`src/rtl/imp_interval_monitor_if.sv`:
```
// Pulse-former to interval-monitor bundle: shaped pulses, error clear and published results.
// With IMP_MON_MINMAX_EN defined the bundle also carries the tizl_min/tizl_max statistics.
interface imp_interval_monitor_if;
    logic        TNI_o;
    logic        TKI_o;
    logic        TNP_o;
    logic        TKP_o;
    logic        TNC_f;
    logic        err_clr;
    logic [31:0] meas_tizl;
    logic [31:0] meas_gap;
    logic [31:0] meas_tpr;
    logic [15:0] n_imp;
    logic        meas_valid;
    logic [1:0]  state_o;
    logic [7:0]  err;
`ifdef IMP_MON_MINMAX_EN
    logic [31:0] tizl_min;
    logic [31:0] tizl_max;

    modport master (
        output TNI_o, TKI_o, TNP_o, TKP_o, TNC_f, err_clr,
        input  meas_tizl, meas_gap, meas_tpr, n_imp, meas_valid, state_o, err,
        input  tizl_min, tizl_max
    );
    modport slave (
        input  TNI_o, TKI_o, TNP_o, TKP_o, TNC_f, err_clr,
        output meas_tizl, meas_gap, meas_tpr, n_imp, meas_valid, state_o, err,
        output tizl_min, tizl_max
    );
`else
    modport master (
        output TNI_o, TKI_o, TNP_o, TKP_o, TNC_f, err_clr,
        input  meas_tizl, meas_gap, meas_tpr, n_imp, meas_valid, state_o, err
    );
    modport slave (
        input  TNI_o, TKI_o, TNP_o, TKP_o, TNC_f, err_clr,
        output meas_tizl, meas_gap, meas_tpr, n_imp, meas_valid, state_o, err
    );
`endif
endinterface

```
`src/rtl/imp_interval_monitor.sv`:
```
// Measures TNI->TKI, TKI->TNP, TNP->TKP in 1 us ticks and publishes one result set per TNC cycle; no backpressure.
// Pulse edges act 2 clk after the input rises, results appear 1 clk after the TNC edge; IMP_MON_MINMAX_EN adds tizl_min/tizl_max.
module imp_interval_monitor #(
    parameter int unsigned MAX_CYCLE_US = 1000000,
    parameter int unsigned SYNC_STAGES  = 3
) (
    input  logic                    clk,
    input  logic                    rst_n,
    input  logic                    T1us,
    imp_interval_monitor_if.slave   mon
);

    typedef enum logic [1:0] {
        IDLE = 2'd0,
        EMIT = 2'd1,
        GAP  = 2'd2,
        RECV = 2'd3
    } state_t;

    logic [SYNC_STAGES-1:0] sync_q;
    logic                   t1_prev_q;
    logic                   tick;

    logic [4:0] pin_q, pin_prev_q, edg;
    logic       e_tni, e_tki, e_tnp, e_tkp, e_tnc;

    state_t      state_q, state_d;
    logic [31:0] ivl_q, ivl_d;
    logic [31:0] wd_q, wd_d;
    logic [15:0] n_cnt_q, n_cnt_d;
    logic [31:0] tizl_hold_q, tizl_hold_d;
    logic [31:0] gap_hold_q, gap_hold_d;
    logic [31:0] tpr_hold_q, tpr_hold_d;
    logic [31:0] meas_tizl_q, meas_gap_q, meas_tpr_q;
    logic [15:0] n_imp_q;
    logic        meas_valid_q;
    logic        cycle_seen_q;
    logic [6:0]  err_q, err_d, err_set;
    logic        enter, lat_tizl, lat_gap, lat_tpr;
`ifdef IMP_MON_MINMAX_EN
    logic [31:0] tizl_min_q, tizl_min_d, tizl_max_q, tizl_max_d;
    logic [31:0] min_base, max_base;
`endif

    assign tick = sync_q[SYNC_STAGES-1] & ~t1_prev_q;

    // bit order {TNC, TKP, TNP, TKI, TNI}
    assign edg   = pin_q & ~pin_prev_q;
    assign e_tni = edg[0];
    assign e_tki = edg[1];
    assign e_tnp = edg[2];
    assign e_tkp = edg[3];
    assign e_tnc = edg[4];

    always_comb begin
        state_d  = state_q;
        enter    = 1'b0;
        lat_tizl = 1'b0;
        lat_gap  = 1'b0;
        lat_tpr  = 1'b0;
        err_set  = 7'd0;

        // TNI is checked first in every state, so a start edge always beats an end edge
        case (state_q)
            IDLE: begin
                if (e_tni) begin
                    state_d = EMIT; enter = 1'b1;
                end else if (e_tnp) begin
                    state_d = RECV; enter = 1'b1;
                end
            end
            EMIT: begin
                if (e_tni) begin
                    err_set[1] = 1'b1; enter = 1'b1;
                end else if (e_tki) begin
                    state_d = GAP; enter = 1'b1; lat_tizl = 1'b1;
                end
            end
            GAP: begin
                if (e_tni) begin
                    state_d = EMIT; enter = 1'b1;
                end else if (e_tnp) begin
                    state_d = RECV; enter = 1'b1; lat_gap = 1'b1;
                end
            end
            RECV: begin
                if (e_tni) begin
                    err_set[0] = 1'b1; state_d = EMIT; enter = 1'b1;
                end else if (e_tkp) begin
                    state_d = IDLE; enter = 1'b1; lat_tpr = 1'b1;
                end
            end
            default: state_d = IDLE;
        endcase

        if (e_tki && !lat_tizl) err_set[2] = 1'b1;
        if (e_tkp && !lat_tpr)  err_set[3] = 1'b1;

        ivl_d = ivl_q;
        if (enter) begin
            ivl_d = 32'd0;
        end else if (tick) begin
            if (ivl_q != 32'hFFFF_FFFF) ivl_d = ivl_q + 32'd1;
            if (ivl_q >= 32'hFFFF_FFFE) err_set[4] = 1'b1;
        end

        wd_d = wd_q;
        if (e_tnc) begin
            wd_d = 32'd0;
        end else if (tick) begin
            if (wd_q != 32'hFFFF_FFFF) wd_d = wd_q + 32'd1;
            if (wd_q == 32'(MAX_CYCLE_US - 1)) err_set[5] = 1'b1;
        end

        // TNC clears first; this clk's pulse edges then land in the new cycle
        n_cnt_d     = e_tnc ? 16'd0 : n_cnt_q;
        tizl_hold_d = e_tnc ? 32'd0 : tizl_hold_q;
        gap_hold_d  = e_tnc ? 32'd0 : gap_hold_q;
        tpr_hold_d  = e_tnc ? 32'd0 : tpr_hold_q;
        if (e_tni && n_cnt_d != 16'hFFFF) n_cnt_d = n_cnt_d + 16'd1;
        if (lat_tizl) tizl_hold_d = ivl_q;
        if (lat_gap)  gap_hold_d  = ivl_q;
        if (lat_tpr)  tpr_hold_d  = ivl_q;

        if (e_tnc && cycle_seen_q && n_cnt_q == 16'd0) err_set[6] = 1'b1;

        err_d = (mon.err_clr ? 7'd0 : err_q) | err_set;

`ifdef IMP_MON_MINMAX_EN
        min_base   = mon.err_clr ? 32'hFFFF_FFFF : tizl_min_q;
        max_base   = mon.err_clr ? 32'd0 : tizl_max_q;
        tizl_min_d = (lat_tizl && ivl_q < min_base) ? ivl_q : min_base;
        tizl_max_d = (lat_tizl && ivl_q > max_base) ? ivl_q : max_base;
`endif
    end

    always_ff @(posedge clk or negedge rst_n) begin
        if (!rst_n) begin
            sync_q       <= '0;
            t1_prev_q    <= 1'b0;
            pin_q        <= 5'd0;
            pin_prev_q   <= 5'd0;
            state_q      <= IDLE;
            ivl_q        <= 32'd0;
            wd_q         <= 32'd0;
            n_cnt_q      <= 16'd0;
            tizl_hold_q  <= 32'd0;
            gap_hold_q   <= 32'd0;
            tpr_hold_q   <= 32'd0;
            meas_tizl_q  <= 32'd0;
            meas_gap_q   <= 32'd0;
            meas_tpr_q   <= 32'd0;
            n_imp_q      <= 16'd0;
            meas_valid_q <= 1'b0;
            cycle_seen_q <= 1'b0;
            err_q        <= 7'd0;
`ifdef IMP_MON_MINMAX_EN
            tizl_min_q   <= 32'hFFFF_FFFF;
            tizl_max_q   <= 32'd0;
`endif
        end else begin
            sync_q       <= {sync_q[SYNC_STAGES-2:0], T1us};
            t1_prev_q    <= sync_q[SYNC_STAGES-1];
            pin_q        <= {mon.TNC_f, mon.TKP_o, mon.TNP_o, mon.TKI_o, mon.TNI_o};
            pin_prev_q   <= pin_q;
            state_q      <= state_d;
            ivl_q        <= ivl_d;
            wd_q         <= wd_d;
            n_cnt_q      <= n_cnt_d;
            tizl_hold_q  <= tizl_hold_d;
            gap_hold_q   <= gap_hold_d;
            tpr_hold_q   <= tpr_hold_d;
            meas_valid_q <= e_tnc;
            if (e_tnc) begin
                meas_tizl_q  <= tizl_hold_q;
                meas_gap_q   <= gap_hold_q;
                meas_tpr_q   <= tpr_hold_q;
                n_imp_q      <= n_cnt_q;
                cycle_seen_q <= 1'b1;
            end
            err_q        <= err_d;
`ifdef IMP_MON_MINMAX_EN
            tizl_min_q   <= tizl_min_d;
            tizl_max_q   <= tizl_max_d;
`endif
        end
    end

    assign mon.meas_tizl  = meas_tizl_q;
    assign mon.meas_gap   = meas_gap_q;
    assign mon.meas_tpr   = meas_tpr_q;
    assign mon.n_imp      = n_imp_q;
    assign mon.meas_valid = meas_valid_q;
    assign mon.state_o    = state_q;
    assign mon.err        = {|err_q[5:0], err_q};
`ifdef IMP_MON_MINMAX_EN
    assign mon.tizl_min   = tizl_min_q;
    assign mon.tizl_max   = tizl_max_q;
`endif

endmodule

```
`src/flat_wrapper.sv`:
```
// flat-port wrapper written by rule: the top's interface ports become plain ports
module imp_interval_monitor_flat 
#(
    parameter int unsigned MAX_CYCLE_US = 1000000,
    parameter int unsigned SYNC_STAGES  = 3
)
  (clk, rst_n, T1us, mon_TNI_o, mon_TKI_o, mon_TNP_o, mon_TKP_o, mon_TNC_f, mon_err_clr, mon_meas_tizl, mon_meas_gap, mon_meas_tpr, mon_n_imp, mon_meas_valid, mon_state_o, mon_err);
  imp_interval_monitor_if mon_i ();
  input  logic clk;
  input  logic rst_n;
  input  logic T1us;
  input wire logic [$bits(mon_i.TNI_o)-1:0] mon_TNI_o;
  input wire logic [$bits(mon_i.TKI_o)-1:0] mon_TKI_o;
  input wire logic [$bits(mon_i.TNP_o)-1:0] mon_TNP_o;
  input wire logic [$bits(mon_i.TKP_o)-1:0] mon_TKP_o;
  input wire logic [$bits(mon_i.TNC_f)-1:0] mon_TNC_f;
  input wire logic [$bits(mon_i.err_clr)-1:0] mon_err_clr;
  output wire logic [$bits(mon_i.meas_tizl)-1:0] mon_meas_tizl;
  output wire logic [$bits(mon_i.meas_gap)-1:0] mon_meas_gap;
  output wire logic [$bits(mon_i.meas_tpr)-1:0] mon_meas_tpr;
  output wire logic [$bits(mon_i.n_imp)-1:0] mon_n_imp;
  output wire logic [$bits(mon_i.meas_valid)-1:0] mon_meas_valid;
  output wire logic [$bits(mon_i.state_o)-1:0] mon_state_o;
  output wire logic [$bits(mon_i.err)-1:0] mon_err;
  assign mon_i.TNI_o = mon_TNI_o;
  assign mon_i.TKI_o = mon_TKI_o;
  assign mon_i.TNP_o = mon_TNP_o;
  assign mon_i.TKP_o = mon_TKP_o;
  assign mon_i.TNC_f = mon_TNC_f;
  assign mon_i.err_clr = mon_err_clr;
  assign mon_meas_tizl = mon_i.meas_tizl;
  assign mon_meas_gap = mon_i.meas_gap;
  assign mon_meas_tpr = mon_i.meas_tpr;
  assign mon_n_imp = mon_i.n_imp;
  assign mon_meas_valid = mon_i.meas_valid;
  assign mon_state_o = mon_i.state_o;
  assign mon_err = mon_i.err;
  imp_interval_monitor #(.MAX_CYCLE_US(MAX_CYCLE_US), .SYNC_STAGES(SYNC_STAGES)) u_core (.clk(clk), .rst_n(rst_n), .T1us(T1us), .mon(mon_i));
endmodule
```
`config.mk`:
```
export PLATFORM = sky130hd
export DESIGN_NAME = imp_interval_monitor_flat
export DESIGN_NICKNAME = d
export VERILOG_FILES = /design/src/rtl/imp_interval_monitor_if.sv /design/src/rtl/imp_interval_monitor.sv /design/src/flat_wrapper.sv
export SDC_FILE = /design/constraint.sdc
export NUM_CORES = 1
export LEC_CHECK = 0
export CAP_MARGIN = 0
export CORE_ASPECT_RATIO = 1.5
export CORE_MARGIN = 2
export CORE_UTILIZATION = 45
export CTS_CLUSTER_SIZE = 16
export DETAILED_ROUTE_END_ITERATION = 10
export GPL_TIMING_DRIVEN = 0
export PLACE_DENSITY_LB_ADDON = 0.25
export SLEW_MARGIN = 15
export SYNTH_ARGS = -nofsm -noshare
export SYNTH_HDL_FRONTEND = slang
export SYNTH_SLANG_ARGS = --single-unit
```
`constraint.sdc`:
```
create_clock -name clk -period 3.7 [get_ports clk]
set_clock_uncertainty 0.2 [all_clocks]
set_input_delay 1.11 -clock clk [delete_from_list [all_inputs] [get_ports clk]]
set_output_delay 1.11 -clock clk [all_outputs]
set_load 0.02 [all_outputs]
```
==> metrics.csv, run 1 <==
metric,value,unit
antenna_left,0,
dr.pass1.iters,5,
final_common_cell,nand2_1,
core_region_area,29580,um2
critPathMaxStageDelay,540,ps
avgRoutedWirePerCell,18.11,um
vdd_drop_max,335.6,uV
register_area,7833,um2
routabilityCongestion,0.9002,
post-route-min-period,3245,ps
synth.distinct_cells,72,
area_growth,20.91,%
clkTransAtPathRegs,60,ps
diodes,0,
ys.flop_type,dfrtp_1,
drt_iter0_drc,644,
cp.required,2390,ps
synth-seq-area-share,0.5786,
hold_path.class,reg2reg,
postCtsSetupRepairBufs,0,
startpoint,u_core.err_q[4],
die_w,145.6,um
clk_latency,580,ps
drc,0,
hold_viol,0,
cts_num_sinks,313,
crit_type,reg2out,
reg2reg_to,u_core.n_cnt_q[1],
grt_setup_unrepaired,false,
tritoncts,built,
reg2reg_depth,9,
fin_crit_sh,0.8770,
timing.reg2reg.setup_slack,540,ps
leakage,7.567,nW
initial_core_util,0.4577,
power.density,437.1,nW/um2
synth_edf_count,0,
grt_pass1_wl,60070,um
worstPathArrival,1930,ps
wl,37050,um
path_max_fanout,3,
nNetsFinal,1646,
mappedNetlistArea,13540,um2
path_delay_family,buffers and inverters,
synthArstFlopShare,1.000,
post_cts_resized,0,
dp_cells,1996,
antenna_found_initial,0,
drv_slew,0,
synthesis.yosys.warnings,0,
clockBufferDepth,3,
ioPinCount,132,
max_clock_freq,308.2,MHz
synth_nets,1480,
cp_cell_sequence,nor4_1 -> nand3_1 -> clkdlybuf4s50_1,
crit_buf_inv,1,
drive_above_1_share,0.05939,
synth.avg_cell_area,9.227,um2
ys_ff_latch,313,
die_h,216.4,um
track_usage,0.2385,
setup-tns-final,0,ps
max_cap_viol_count,0,
grt_pass1_vias,11290,
setup_viol,0,
hold_buffers,0,
multi_input_area,5223,um2
grt_max_degree,108,
numCtsBuffers,30,
slew_headroom,0.4007,
die-area,31510,um2
fin_cells,2045,
end_kind,primary output,
root_buffer,clkbuf_16,
via_per_inst,5.412,
io_buffers,131,
worstMarginPinSlew,890.7,ps
reg2reg_from,u_core.pin_q[4],
outcome,completed,
final_cell_mix,"nand2_1, dfrtp_1, clkdlybuf4s50_1",
path_depth,3,
htree_levels,1,
grt-ovfl-total,0,
startpoint_type,flop,
hp-start,u_core.sync_q[0],
num-fill-cells,2705,
vias,11070,
critPathSlowestCell,clkdlybuf4s50_1,
dpl.hpwl,26530,um
crit_end,mon_err[7],
netlist_instances,1467,
num_rows,77,
## through the flow
step | worst slack, ps | util | power, W | hold slack [ps] | instance area, um2
floorplan | 972.7 | - | 0.003930 | 131.2 | 13540
global placement | -12210 | 0.5187 | 0.004219 | 136.2 | 15340
detailed placement | 544.6 | 0.5217 | 0.004241 | 135.6 | 15430
CTS | 424.7 | 0.5534 | 0.007210 | 150.1 | 16370
global route | 317.9 | 0.5534 | 0.007416 | 161.1 | 16370
finish | 455.1 | 0.5534 | 0.007155 | 147.0 | 16370
## power breakdown
group	total (W)	leakage, nW	switching (W)	internal (W)
sequential	0.00355	4.32	0.0000564	0.00349
clock	0.00298	0.467	0.00130	0.00168
combinational	0.000630	2.78	0.000441	0.000189
total	0.00715	7.57	0.00179	0.00536
## registers in the layout, summed over array words and instances (netlist names), 5 cells and up
signal / cells
u_core.pin_q: 5
u_core.tizl_hold_q: 32
u_core.ivl_q: 32
u_core.mon.n_imp: 16
u_core.tpr_hold_q: 32
u_core.mon.meas_gap: 32
u_core.wd_q: 32
u_core.pin_prev_q: 5
u_core.err_q: 7
u_core.mon.meas_tpr: 32
u_core.gap_hold_q: 32
u_core.n_cnt_q: 16
u_core.mon.meas_tizl: 32
## cell type report
| type | instances | area share |
|---|---|---|
| clock buffer | 42 | 0.05290 |
| inverter | 11 | 0.002523 |
| sequential | 313 | 0.4786 |
| buffer | 95 | 0.02691 |
| multi-input combinational | 1048 | 0.3191 |
| timing repair buffer | 134 | 0.08547 |
| tap | 395 | 0.03020 |
| clock inverter | 7 | 0.004357 |
## cells by family after synthesis
family,count (synthesis),synth area share
AND/OR/NAND/NOR,823,0.2730
multiplexers,4,0.003050
XOR/XNOR,37,0.02394
flip-flops,313,0.5786
buffers and inverters,106,0.03559
adder cells (fa/ha/maj),4,0.003697
AO/OA/AOI/OAI,180,0.08208
## layer usage
metal,global-route usage,part of all wire
met1,0.2893,0.40
met2,0.4264,0.52
met3,0.02737,0.043
met4,0.1085,0.039
met5,0,0
## cells in the mapped netlist, types with 10 or more instances
cell	count	area [um2]
or4_1	12	90.09
nand4_1	25	156.4
nor4_1	20	125.1
clkbuf_1	67	251.5
nor2_1	44	165.2
nand2b_1	14	87.58
and3_1	12	75.07
xnor2_1	32	280.3
nand3_1	58	290.3
o21ai_0	86	430.4
nand2_1	566	2125
o31ai_1	10	75.07
inv_1	10	37.54
buf_2	12	60.06
a21oi_1	36	180.2
dfrtp_1	313	7833
or3_1	18	112.6
## worst min path at each step
| stage | end | cells after the start |
|---|---|---|
| 4_1_cts | u_core.sync_q[1] | 0 |
| 2_1_floorplan | u_core.sync_q[1] | 0 |
| 6_report | u_core.sync_q[1] | 0 |
| 3_3_place_gp | u_core.sync_q[2] | 0 |
| 5_1_grt | u_core.sync_q[1] | 0 |
| 3_5_place_dp | u_core.sync_q[1] | 0 |
Power figures use the tool's default switching activity.
==> run 2, diff against run 1 <==
- SKIP_CTS_REPAIR_TIMING: default -> 1
==> results of run 2 <==
No change in the layout: final DEF, timing and power equal those of run 1.
